File: config.mk
export PLATFORM = sky130hd
export DESIGN_NAME = booth_r4_seq_mult
export DESIGN_NICKNAME = d
export VERILOG_FILES = /design/src/rtl/booth_r4_seq_mult.sv
export SDC_FILE = /design/constraint.sdc
export NUM_CORES = 1
export LEC_CHECK = 0
export ABC_AREA = 1
export BUFFER_PORTS_ARGS = -buffer_cell sky130_fd_sc_hd__buf_2
export CAP_MARGIN = 20
export CORE_MARGIN = 5
export CORE_UTILIZATION = 46
export CTS_BUF_LIST = sky130_fd_sc_hd__clkbuf_8
export DETAILED_ROUTE_END_ITERATION = 8
export PLACE_DENSITY_LB_ADDON = 0.05
export SLEW_MARGIN = 10
export SYNTH_ARGS = -nofsm -noshare
export SYNTH_HDL_FRONTEND = slang
export SYNTH_SLANG_ARGS = --single-unit
export TNS_END_PERCENT = 20
File: constraint.sdc
create_clock -name clk -period 8.78 [get_ports clk]
set_clock_uncertainty 0.05 [all_clocks]
set_input_delay 0 -clock clk [delete_from_list [all_inputs] [get_ports clk]]
set_output_delay 0 -clock clk [all_outputs]
set_load 0.01 [all_outputs]
File: src/rtl/booth_r4_seq_mult.sv
// Sequential radix-4 Booth signed 16x16 multiplier: one Booth digit per CALC cycle,
// eight cycles per product, valid/ready handshakes on operand and product sides.
module booth_r4_seq_mult #(
  parameter int APPROX_ROWS = 0
) (
  input  logic        clk,
  input  logic        rst,
  input  logic        in_valid,
  output logic        in_ready,
  input  logic [15:0] a,
  input  logic [15:0] b,
  output logic        out_valid,
  input  logic        out_ready,
  output logic [31:0] p,
  output logic        busy
);

  typedef enum logic [1:0] {IDLE, CALC, HOLD} state_e;

  state_e             state_q, state_d;
  logic [2:0]         cnt_q, cnt_d;
  logic signed [15:0] a_q, a_d;
  logic signed [17:0] acc_q, acc_d;
  logic [15:0]        lo_q, lo_d;
  logic               prev_q, prev_d;
  logic [31:0]        p_q, p_d;
  logic               out_valid_q, in_ready_q, busy_q;

  logic signed [17:0] pp;
  logic signed [17:0] sum;
  logic signed [33:0] shifted;

  // Booth digit times multiplicand, sign-extended to the accumulator width.
  function automatic logic signed [17:0] booth_pp(input logic [2:0] trip,
                                                  input logic signed [15:0] m);
    logic signed [17:0] mx;
    mx = {{2{m[15]}}, m};
    case (trip)
      3'b001, 3'b010: booth_pp = mx;
      3'b011:         booth_pp = mx <<< 1;
      3'b100:         booth_pp = -(mx <<< 1);
      3'b101, 3'b110: booth_pp = -mx;
      default:        booth_pp = '0;
    endcase
  endfunction

  always_comb begin
    pp = booth_pp({lo_q[1], lo_q[0], prev_q}, a_q);
    if (int'(cnt_q) < APPROX_ROWS) pp = '0;
    sum     = acc_q + pp;
    shifted = $signed({sum, lo_q}) >>> 2;
  end

  always_comb begin
    state_d = state_q;
    cnt_d   = cnt_q;
    a_d     = a_q;
    acc_d   = acc_q;
    lo_d    = lo_q;
    prev_d  = prev_q;
    p_d     = p_q;
    case (state_q)
      IDLE: begin
        if (in_valid && in_ready_q) begin
          a_d     = a;
          acc_d   = '0;
          lo_d    = b;
          prev_d  = 1'b0;
          cnt_d   = '0;
          state_d = CALC;
        end
      end
      CALC: begin
        acc_d  = shifted[33:16];
        lo_d   = shifted[15:0];
        prev_d = lo_q[1];
        cnt_d  = cnt_q + 3'd1;
        if (cnt_q == 3'd7) begin
          p_d     = shifted[31:0];
          state_d = HOLD;
        end
      end
      HOLD: begin
        if (out_ready) state_d = IDLE;
      end
      default: state_d = IDLE;
    endcase
  end

  // Control and result registers; flags are decoded from next state so outputs stay registered.
  always_ff @(posedge clk) begin
    if (rst) begin
      state_q     <= IDLE;
      cnt_q       <= '0;
      acc_q       <= '0;
      lo_q        <= '0;
      p_q         <= '0;
      out_valid_q <= 1'b0;
      in_ready_q  <= 1'b0;
      busy_q      <= 1'b0;
    end else begin
      state_q     <= state_d;
      cnt_q       <= cnt_d;
      acc_q       <= acc_d;
      lo_q        <= lo_d;
      p_q         <= p_d;
      out_valid_q <= (state_d == HOLD);
      in_ready_q  <= (state_d == IDLE);
      busy_q      <= (state_d == CALC);
    end
  end

  always_ff @(posedge clk) begin
    a_q    <= a_d;
    prev_q <= prev_d;
  end

  assign in_ready  = in_ready_q;
  assign out_valid = out_valid_q;
  assign busy      = busy_q;
  assign p         = p_q;

endmodule
==> run_results.csv, run 1 <==
group,metric,value,unit
place,port_buffers,70,
worst_setup_path,path_cells,"nor3_4 > nand3_2 > nor2_2 > nand2_1 > xor2_1 > nand2_1 > o2111ai_1 > ha_1 > a21oi_1 > inv_1 > o21ai_0 > nand3b_1 > nand2_1 > inv_1 > nor2_1 > nand2_1 > o211ai_1 > inv_1",
logic_synthesis,ys_warn_count,0,
detailed_routing,vias,4863,
detailed_routing,dr.first_iter.drc_count,293,
logic_synthesis,yosys.area.top_type_share,0.287,
detailed_routing,ant_nets,0,
detailed_routing,dr.pass1.iters,5,
layout,fin_nets,847,
worst_setup_path,crit_slowest_cell,"edfxtp_1",
logic_synthesis,synth_edf_count,17,
clocking,clock_sinks,89,
pwr,irDropWorstVdd,126,uV
pwr,powerDensity,155,nW/um^2
floorplanning,initial_core_util,0.465,
worst_setup_path,required,9010,ps
worst_setup_path,startpoint_type,"flip-flop",
worst_setup_path,path_max_fanout,6,
sta,relSlewSlack,0.359,
sta,max_freq,295,MHz
grt,antenna_found_initial,0,
place,dp_slack,5440,ps
logic_synthesis,synth_nets,756,
logic_synthesis,synth_area_leaders,"dfxtp_1 29%, nand2_1 16%, edfxtp_1 10%",
sta,worst_slew_pin_slew,960,ps
grt,grt_pass1_vias,4699,
detailed_routing,finalWirelength,13.6,mm
sta,min_period,3390,ps
logic_synthesis,synthCells,699,
worst_setup_path,worstPathArrival,3620,ps
clocking,cts.htree.levels,3,
detailed_routing,drc,0,
layout,fill_cells,1050,
layout,layout-drive-gt1-share,0.146,
sta,post-route-worst-setup-slack,5390,ps
worst_setup_path,cp-end-kind,"flip-flop",
logic_synthesis,ys_seq_area_frac,0.389,
pwr,p_total,0.919,mW
place,gp_congestion,0.924,
worst_hold_path,hold_path.class,"input port to flip-flop",
sta,finalMaxSlewViolations,0,
status,status,"completed",
place,placed_area,5440,um^2
floorplanning,die_w,114,um
place,dp.cells,886,
floorplanning,die_area,13100,um^2
flow_run,drv_cap,0,
grt,grt_max_degree,42,
floorplanning,die_h,114,um
clocking,cts_resized,0,
grt,grt_util_all_layers,0.216,
detailed_routing,avgRoutedWirePerCell,14.6,um
layout,postLayoutCoreUtil,0.550,
layout,syn_to_final_growth,18.2,%
clocking,clk_latency,370,ps
clocking,cts_max_path_buffers,2,
grt,grt_pass1_wl,22.6,mm
floorplanning,rows,38,
place,dpl.hpwl,9.93,mm
worst_setup_path,r2r_setup_slack,5390,ps
sta,whs,73.4,ps
clocking,cts.clk_slew.worst_paths,90,ps
worst_setup_path,path_common_cell,"nand2_1",
logic_synthesis,async_reset_ff_frac,0,
clocking,cts_root_buf,"clkbuf_8",
sta,setup_violations,0,
logic_synthesis,synth_seq_cells,89,
logic_synthesis,syn_area,5020,um^2
logic_synthesis,yosys.area.top_type,"dfxtp_1",
sta,fin_crit_sh,0.387,
sta,hold_viol_final,0,
worst_setup_path,cpPeakStageDelay,540,ps
logic_synthesis,synth_ff_type,"dfxtp_1",
clocking,cts_buffers,9,
floorplanning,io_pins,71,
clocking,cts_tree,"built",
logic_synthesis,synth.avg_cell_area,7.19,um^2
layout,final_area,5940,um^2
logic_synthesis,yosys.cell_types.count,37,
pwr,power_leakage,2.76,nW
grt,gr-total-overflow,0,
sta,rsz0062_at_grt,"false",
worst_setup_path,worstSetupPathType,"flip-flop to flip-flop",
layout,instances_no_fill,935,
sta,tns,0,ps
floorplanning,core,10800,um^2
detailed_routing,viasPerCell,5.20,
layout,antenna_cells,0,
-- synth_stat cells (5+ instances only) --
cell type  instances
o2111ai_1          8
ha_1              20
o21ai_0           39
buf_4              5
edfxtp_1          17
nand3_1           33
dfxtp_1           72
a31oi_1           18
a21oi_1           58
nand2_2            6
nand3_2            5
inv_1             71
buf_2              7
o21bai_1          11
nor2_1            44
clkbuf_1          10
inv_2              6
xor2_1            14
nand2_1          209
nor2_2             5
-- metal layers --
metal  track usage  wire length, um
met5             0                0
met4        0.0958              325
met3        0.0333              621
met2         0.340             6230
met1         0.293             6460
-- area by class of cell --
cell class              count  area (um^2)  share of cell area
well taps                 140          175              0.0295
clock inverters             7         45.0             0.00759
inverters                  78          293              0.0493
repair buffers            104          688               0.116
clock buffers               9          124              0.0209
multi-input cells         508         2660               0.448
flip-flops and latches     89         1950               0.329
-- power by group --
part	internal, mW	switching [mW]	total, mW
clock network	0.103	0.160	0.263
registers	0.436	0.0166	0.452
logic	0.0715	0.132	0.204
-- what timing repair did --
| action | CTS | global route |
|---|---|---|
| buffers inserted | 0 | 0 |
| hold endpoints to repair | 35 | 0 |
| hold buffers | 33 | 0 |
-- worst max-delay path, delay by kind of cell (launching register included) --
| family | cells | cell delay (ps) |
|---|---|---|
| simple gates | 9 | 1340 |
| xor+xnor | 1 | 160 |
| buf+inv | 3 | 160 |
| flops | 1 | 540 |
| compound gates | 4 | 660 |
| fa+ha+maj | 1 | 380 |
-- path summary, 6_finish.rpt --
check | start | to | depth (start not counted)
max | a_q[2]$_DFFE_PP_ | p[26]$_SDFFE_PP0P_ | 18
min | in_valid | state_q[0]$_SDFF_PP0_ | 5
max reg2reg | a_q[2]$_DFFE_PP_ | p[26]$_SDFFE_PP0P_ | 18
min reg2reg | p[1]$_SDFFE_PP0P_ | p[1]$_SDFFE_PP0P_ | 2
-- cells by family after synthesis --
kind of cell    count (synthesis)  synth area share
flops                          89             0.389
buf+inv                       102            0.0817
fa+ha+maj                      21            0.0538
compound gates                150             0.171
xor+xnor                       18            0.0314
simple gates                  319             0.273
-- sequential cells by signal (all words and copies together) (netlist names), 2 cells and up --
| signal | flops |
|---|---|
| a_q | 16 |
| acc_q | 16 |
| cnt_q | 3 |
| lo_q | 16 |
| p | 32 |
| state_q | 2 |
-- layout by cell type, fill, tap and decap left out, drive strengths merged, types with 3 or more instances in the layout --
cell | synthesis | routed
nand2 | 215 | 215
inv | 77 | 81
dfxtp | 72 | 72
buf | 14 | 71
a21oi | 60 | 60
nor2 | 52 | 52
o21ai | 42 | 42
nand3 | 38 | 38
dlygate4sd3 | 0 | 33
ha | 20 | 20
a31oi | 18 | 18
edfxtp | 17 | 17
xor2 | 14 | 14
o21bai | 11 | 11
clkbuf | 10 | 9
o2111ai | 8 | 8
nor3 | 6 | 6
nand4 | 4 | 4
xnor2 | 4 | 4
o22ai | 4 | 4
o211ai | 4 | 4
clkinv | 1 | 3
Power figures use the tool's default switching activity.
==> run 2: changes to the inputs <==
Clock period 8.78 ns to 3.49 ns, I/O delays scaled along.
==> run 2 against run 1 <==
  * Design area is 2.3% higher
  * Maximum frequency is 5.9% higher
  * Critical path type unchanged
  * Non-clock buffer count is 11 higher
  * Utilization is 1.2 points higher
  * Worst setup slack worse by 5100 ps
  * Cell count is 1.2% higher
==> run_results.csv, run 2 (synthesized netlist as in run 1, its figures left out) <==
group,metric,value,unit
clocking,cts_max_path_buffers,2,
clocking,cts_buffers,9,
place,dp_slack,246,ps
place,gp_congestion,0.907,
pwr,power_leakage,2.84,nW
worst_setup_path,r2r_end,"p[26]$_SDFFE_PP0P_",
worst_setup_path,crit_path_end,"p[26]$_SDFFE_PP0P_",
sta,min_period,3200,ps
worst_setup_path,worstSetupPathType,"flip-flop to flip-flop",
layout,fin_nets,858,
worst_setup_path,r2r_setup_slack,290,ps
worst_setup_path,r2r_start,"a_q[0]$_DFFE_PP_",
pwr,p_int,1.70,mW
worst_setup_path,startpoint_type,"flip-flop",
layout,fill_cells,1049,
layout,regArea,1950,um^2
sta,hold_viol_final,0,
clocking,cts.clk_slew.worst_paths,90,ps
floorplanning,rows,38,
pwr,pwr-share-clk,0.325,
detailed_routing,viasPerCell,5.20,
clocking,cts_root_buf,"clkbuf_8",
grt,grt_max_degree,42,
sta,max_freq,312,MHz
grt,antenna_found_initial,0,
detailed_routing,vias,4917,
worst_setup_path,r2r_cells,17,
place,port_buffers,70,
place,placed_area,5510,um^2
clocking,clk_latency,370,ps
floorplanning,die_area,13100,um^2
layout,final_common_cell,"nand2_1",
sta,post-route-worst-setup-slack,287,ps
pwr,powerDensity,408,nW/um^2
sta,worst_slew_pin_slew,937,ps
pwr,comb_power_share,0.215,
pwr,netSwitchingFraction,0.315,
detailed_routing,finalWirelength,14.2,mm
layout,antenna_cells,0,
floorplanning,core,10800,um^2
place,dp.cells,895,
worst_setup_path,cp-end-kind,"flip-flop",
sta,tns,0,ps
layout,instances_no_fill,946,
floorplanning,initial_core_util,0.465,
pwr,p_switching,0.779,mW
worst_setup_path,startpoint,"a_q[0]$_DFFE_PP_",
sta,setup_violations,0,
pwr,seq_power_share,0.460,
worst_setup_path,path_max_fanout,4,
flow_run,drv_cap,0,
sta,fin_crit_sh,0.918,
sta,rsz0062_at_grt,"false",
place,dpl.hpwl,10.3,mm
floorplanning,die_w,114,um
status,status,"completed",
grt,grt_pass1_vias,4894,
layout,final_area,6070,um^2
grt,grt_pass1_wl,23.6,mm
detailed_routing,dr.first_iter.drc_count,319,
layout,final_cell_mix,"209 x nand2_1, 72 x inv_1, 72 x dfxtp_1",
grt,grt_util_all_layers,0.227,
floorplanning,die_h,114,um
sta,finalMaxSlewViolations,0,
detailed_routing,ant_nets,0,
worst_setup_path,worstPathArrival,3420,ps
clocking,cts_tree,"built",
clocking,cts.htree.levels,3,
layout,multi_input_area,2660,um^2
sta,relSlewSlack,0.374,
layout,syn_to_final_growth,20.9,%
layout,largest_reg_flops,32,
worst_setup_path,required,3710,ps
layout,layout-drive-gt1-share,0.159,
grt,gr-total-overflow,0,
detailed_routing,drc,0,
detailed_routing,dr.pass1.iters,5,
floorplanning,io_pins,71,
detailed_routing,avgRoutedWirePerCell,15.0,um
pwr,irDropWorstVdd,306,uV
clocking,clock_sinks,89,
worst_hold_path,hold_path.class,"input port to flip-flop",
run 2: cell types whose count changed in the layout (fill, tap and decap cells not counted):
| cell | change |
|---|---|
| buf_4 | +11 |
| bufinv_16 | +2 |
| clkinvlp_4 | -1 |
| ha_1 | -1 |
| ha_2 | +1 |
| inv_4 | -1 |
| inv_6 | -1 |
| inv_8 | +1 |
run 2: layer usage:
metal  GRT usage  vias to the layer above  part of all wire
li1            -                     2502                 -
met1       0.295                     2282              0.47
met2       0.373                      111              0.47
met3      0.0307                       22             0.039
met4       0.103                        0             0.024
met5           0                        -                 0
run 2: critical path, stage by stage (launching register included):
cell and delay, ps:
edfxtp_1 440, inv_1 130, ha_2 230, nand3_1 140
nor2_2 170, xor2_1 200, nand2_1 80, o2111ai_1 100
ha_1 320, a21oi_1 210, o21ai_0 190, nand3b_1 250
nand2_1 90, inv_1 40, nor2_1 220, nand2_1 80
o211ai_1 100, inv_1 60
run 2: metrics by stage:
| stage | hold slack, ps | power (mW) | utilization |
|---|---|---|---|
| CTS | 38.9 | 2.49 | 0.561 |
| finish | 64.5 | 2.47 | 0.562 |
| floorplan | 48.9 | 1.50 | - |
| detailed placement | 128 | 1.66 | 0.510 |
| global placement | 127 | 1.65 | 0.510 |
| global route | 82.1 | 2.61 | 0.562 |
run 2: worst min path at each step:
stage,from,to,cells past startpoint
after floorplan,a[0],a_q[0]$_DFFE_PP_,0
after global placement,a[2],a_q[2]$_DFFE_PP_,1
after detailed placement,a[9],a_q[9]$_DFFE_PP_,1
after CTS,in_valid,state_q[0]$_SDFF_PP0_,5
after global routing,in_valid,state_q[0]$_SDFF_PP0_,5
final,in_valid,busy$_SDFF_PP0_,5
run 2: timing repair:
item / in CTS / in global routing
hold buffers: 33 / 0
buffers inserted: 0 / 2
setup endpoints to repair: 0 / 4
hold endpoints to repair: 35 / 0
gates resized for setup: 0 / 1
run 2: area by class of cell:
type                            count  area share
Multi-Input combinational cell    508       0.439
Sequential cell                    89       0.322
Timing Repair Buffer              115       0.127
Inverter                           78      0.0482
Tap cell                          140      0.0289
Clock buffer                        9      0.0204
Clock inverter                      7      0.0155
run 2: power by group through the flow:
stage	sequential, mW	combinational [mW]	clock (mW)
CTS	1.14	0.526	0.830
global placement	1.16	0.493	0
detailed placement	1.16	0.496	0
global route	1.14	0.598	0.874
finish	1.14	0.532	0.805
floorplan	1.15	0.352	0
==> run 3: changes to the inputs <==
--- a/config.mk
+++ b/config.mk
@@ -6,5 +6,4 @@
 export NUM_CORES = 1
 export LEC_CHECK = 0
-export ABC_AREA = 1
 export BUFFER_PORTS_ARGS = -buffer_cell sky130_fd_sc_hd__buf_2
 export CAP_MARGIN = 20
@@ -13,4 +12,5 @@
 export CTS_BUF_LIST = sky130_fd_sc_hd__clkbuf_8
 export DETAILED_ROUTE_END_ITERATION = 8
+export MAX_ROUTING_LAYER = met4
 export PLACE_DENSITY_LB_ADDON = 0.05
 export SLEW_MARGIN = 10
==> constraint.sdc (replaced) <==
create_clock -name clk -period 3.49 [get_ports clk]
set_clock_uncertainty 0.05 [all_clocks]
set_input_delay 0.698 -clock clk [delete_from_list [all_inputs] [get_ports clk]]
set_output_delay 0.698 -clock clk [all_outputs]
set_load 0.01 [all_outputs]
==> run 3 against run 2 <==
  * Register-to-register slack worse by 260 ps
  * Maximum frequency down 7.4%
  * Sequential power about the same
  * Sequential share of layout area down 0.14 points
  * Die area down 0.45%
  * Synthesized cell count down 14%
  * Critical endpoint is now p[31]$_SDFFE_PP0P_
  * Area after synthesis down 0.50%
  * Largest power group unchanged
  * First-iteration DRC count up 9.1%
==> run_results.csv, run 3 <==
group,metric,value,unit
pwr,irDropWorstVdd,184,uV
worst_setup_path,crit_slowest_cell,"edfxtp_1",
worst_setup_path,cpPeakStageDelay,430,ps
logic_synthesis,synthCells,600,
clocking,cts_buffers,9,
worst_setup_path,cp.depth,16,
floorplanning,initial_core_util,0.465,
clocking,clk_latency,370,ps
floorplanning,rows,38,
place,dpl.hpwl,9.18,mm
worst_hold_path,min_path_cells,2,
pwr,p_total,2.51,mW
clocking,clock_sinks,89,
layout,largest_reg_flops,32,
sta,setup_violations,0,
detailed_routing,ant_nets,0,
worst_setup_path,cp-end-kind,"flip-flop",
clocking,cts.clk_slew.worst_paths,90,ps
grt,antenna_found_initial,0,
worst_setup_path,crit_buf_inv,2,
logic_synthesis,async_reset_ff_frac,0,
logic_synthesis,synth_common_cells,"97 x nand2_1, 72 x dfxtp_1, 55 x a21oi_1",
logic_synthesis,synth_edf_count,17,
layout,antenna_cells,0,
logic_synthesis,yosys.area.top_type_share,0.288,
logic_synthesis,syn_area,5000,um^2
logic_synthesis,synth_area_leaders,"dfxtp_1 29%, edfxtp_1 10%, nand2_1 7.3%",
worst_setup_path,startpoint_type,"flip-flop",
grt,grt_max_degree,55,
logic_synthesis,yosysMostFrequentCell,"nand2_1",
worst_setup_path,worstSetupPathType,"flip-flop to flip-flop",
grt,grt_pass1_vias,4256,
detailed_routing,viasPerCell,5.44,
logic_synthesis,yosys.area.top_type,"dfxtp_1",
logic_synthesis,ys_seq_area_frac,0.391,
detailed_routing,vias,4535,
layout,syn_to_final_growth,22.0,%
place,port_buffers,70,
sta,relSlewSlack,0.409,
layout,fin_nets,747,
layout,final_common_cell,"nand2_1",
floorplanning,die_w,114,um
clocking,cts_max_path_buffers,2,
logic_synthesis,synth_seq_cells,89,
logic_synthesis,ys_warn_count,0,
logic_synthesis,synth_ff_type,"dfxtp_1",
clocking,cts_tree,"built",
grt,grt_pass1_wl,20.6,mm
sta,worst_slew_pin_slew,887,ps
clocking,cts_root_buf,"clkbuf_8",
status,status,"completed",
sta,fin_crit_sh,0.991,
clocking,cts.htree.levels,3,
sta,hold_viol_final,0,
detailed_routing,avgRoutedWirePerCell,15.0,um
detailed_routing,dr.first_iter.drc_count,348,
sta,max_freq,289,MHz
place,gp_congestion,0.922,
layout,final_cell_mix,"97 x nand2_1, 72 x dfxtp_1, 70 x buf_2",
logic_synthesis,synth_nets,657,
pwr,powerDensity,412,nW/um^2
worst_setup_path,worstPathArrival,3670,ps
worst_setup_path,crit_family,"compound AO/OA/AOI/OAI gates",
detailed_routing,drc,0,
layout,postLayoutCoreUtil,0.567,
flow_run,drv_cap,0,
sta,min_period,3460,ps
floorplanning,io_pins,71,
logic_synthesis,yosys.cell_types.count,51,
worst_setup_path,r2r_cells,16,
pwr,power_leakage,2.55,nW
worst_setup_path,r2r_setup_slack,30,ps
logic_synthesis,synth.avg_cell_area,8.33,um^2
floorplanning,die_h,114,um
worst_setup_path,path_cells,"nor4_4 > buf_4 > nand4_1 > buf_4 > nor4_4 > nand2b_4 > xnor2_2 > a221oi_1 > a31oi_1 > ha_1 > a21o_1 > a21o_1 > a21oi_2 > o21ai_0 > xnor2_1 > o21ai_0",
worst_setup_path,path_max_fanout,6,
worst_setup_path,required,3700,ps
floorplanning,core,10700,um^2
worst_hold_path,hold_path.class,"flip-flop to flip-flop",
layout,layout-drive-gt1-share,0.241,
floorplanning,die_area,13000,um^2
sta,rsz0062_at_grt,"true",
grt,gr-total-overflow,0,
detailed_routing,finalWirelength,12.5,mm
sta,finalMaxSlewViolations,0,
grt,grt_util_all_layers,0.202,
detailed_routing,dr.pass1.iters,5,
run 3: per-layer routing:
metal / vias to the layer above / global-route usage / share of wire
met5: - / - / 0
met4: 0 / 0.0744 / 0.014
met3: 13 / 0.0296 / 0.040
met2: 92 / 0.316 / 0.46
met1: 2111 / 0.266 / 0.49
li1: 2319 / - / -
run 3: timing repair:
item | in CTS | in global routing
pin swaps | 2 | 9
setup endpoints to repair | 9 | 17
hold buffers | 0 | 0
buffers inserted | 0 | 3
gates resized for setup | 7 | 23
run 3: tightest hold or removal path, cell delays in order (launching register included):
cell	delay, ps
dfxtp_1	310
nand2_1	50
a21oi_1	50
run 3: per-stage QoR:
step / hold WS [ps] / cell area, um^2 / worst slack, ps / TNS [ps] / cells
after CTS: 408 / 5980 / -12.3 / -26.5 / 832
after floorplan: 392 / 5010 / -13.6 / -13.6 / 600
final: 404 / 6100 / 29.9 / 0 / 834
after detailed placement: 395 / 5750 / -66.9 / -331 / 817
after global routing: 423 / 6100 / -250 / -1220 / 834
after global placement: 389 / 5750 / 13.3 / 0 / 817
run 3: final timing paths:
kind	from	end
worst max-delay path	a_q[5]$_DFFE_PP_	p[31]$_SDFFE_PP0P_
worst min-delay path	p[18]$_SDFFE_PP0P_	p[18]$_SDFFE_PP0P_
worst max register to register	a_q[5]$_DFFE_PP_	p[31]$_SDFFE_PP0P_
worst min register to register	p[18]$_SDFFE_PP0P_	p[18]$_SDFFE_PP0P_
run 3: where the power goes:
group / leakage, nW / internal, mW / switching, mW / total [mW]
Combinational: 1.71 / 0.279 / 0.361 / 0.639
Sequential: 0.742 / 1.09 / 0.0398 / 1.13
Clock: 0.101 / 0.353 / 0.383 / 0.736
Total: 2.55 / 1.73 / 0.783 / 2.51
run 3: final cells by class:
type	instances	area [um^2]
clock inverters	5	63.8
inverters	13	48.8
fillers	1037	4650
well taps	140	175
flip-flops and latches	89	1950
multi-input cells	456	2970
repair buffers	121	746
clock buffers	10	138
run 3: logic make-up after synthesis:
group / count (synthesis) / synth area share
AO/OA/AOI/OAI: 158 / 0.202
XOR/XNOR: 36 / 0.0631
adder cells (fa/ha/maj): 21 / 0.0541
buffers and inverters: 55 / 0.0428
flip-flops: 89 / 0.391
multiplexers: 22 / 0.0443
AND/OR/NAND/NOR: 219 / 0.203
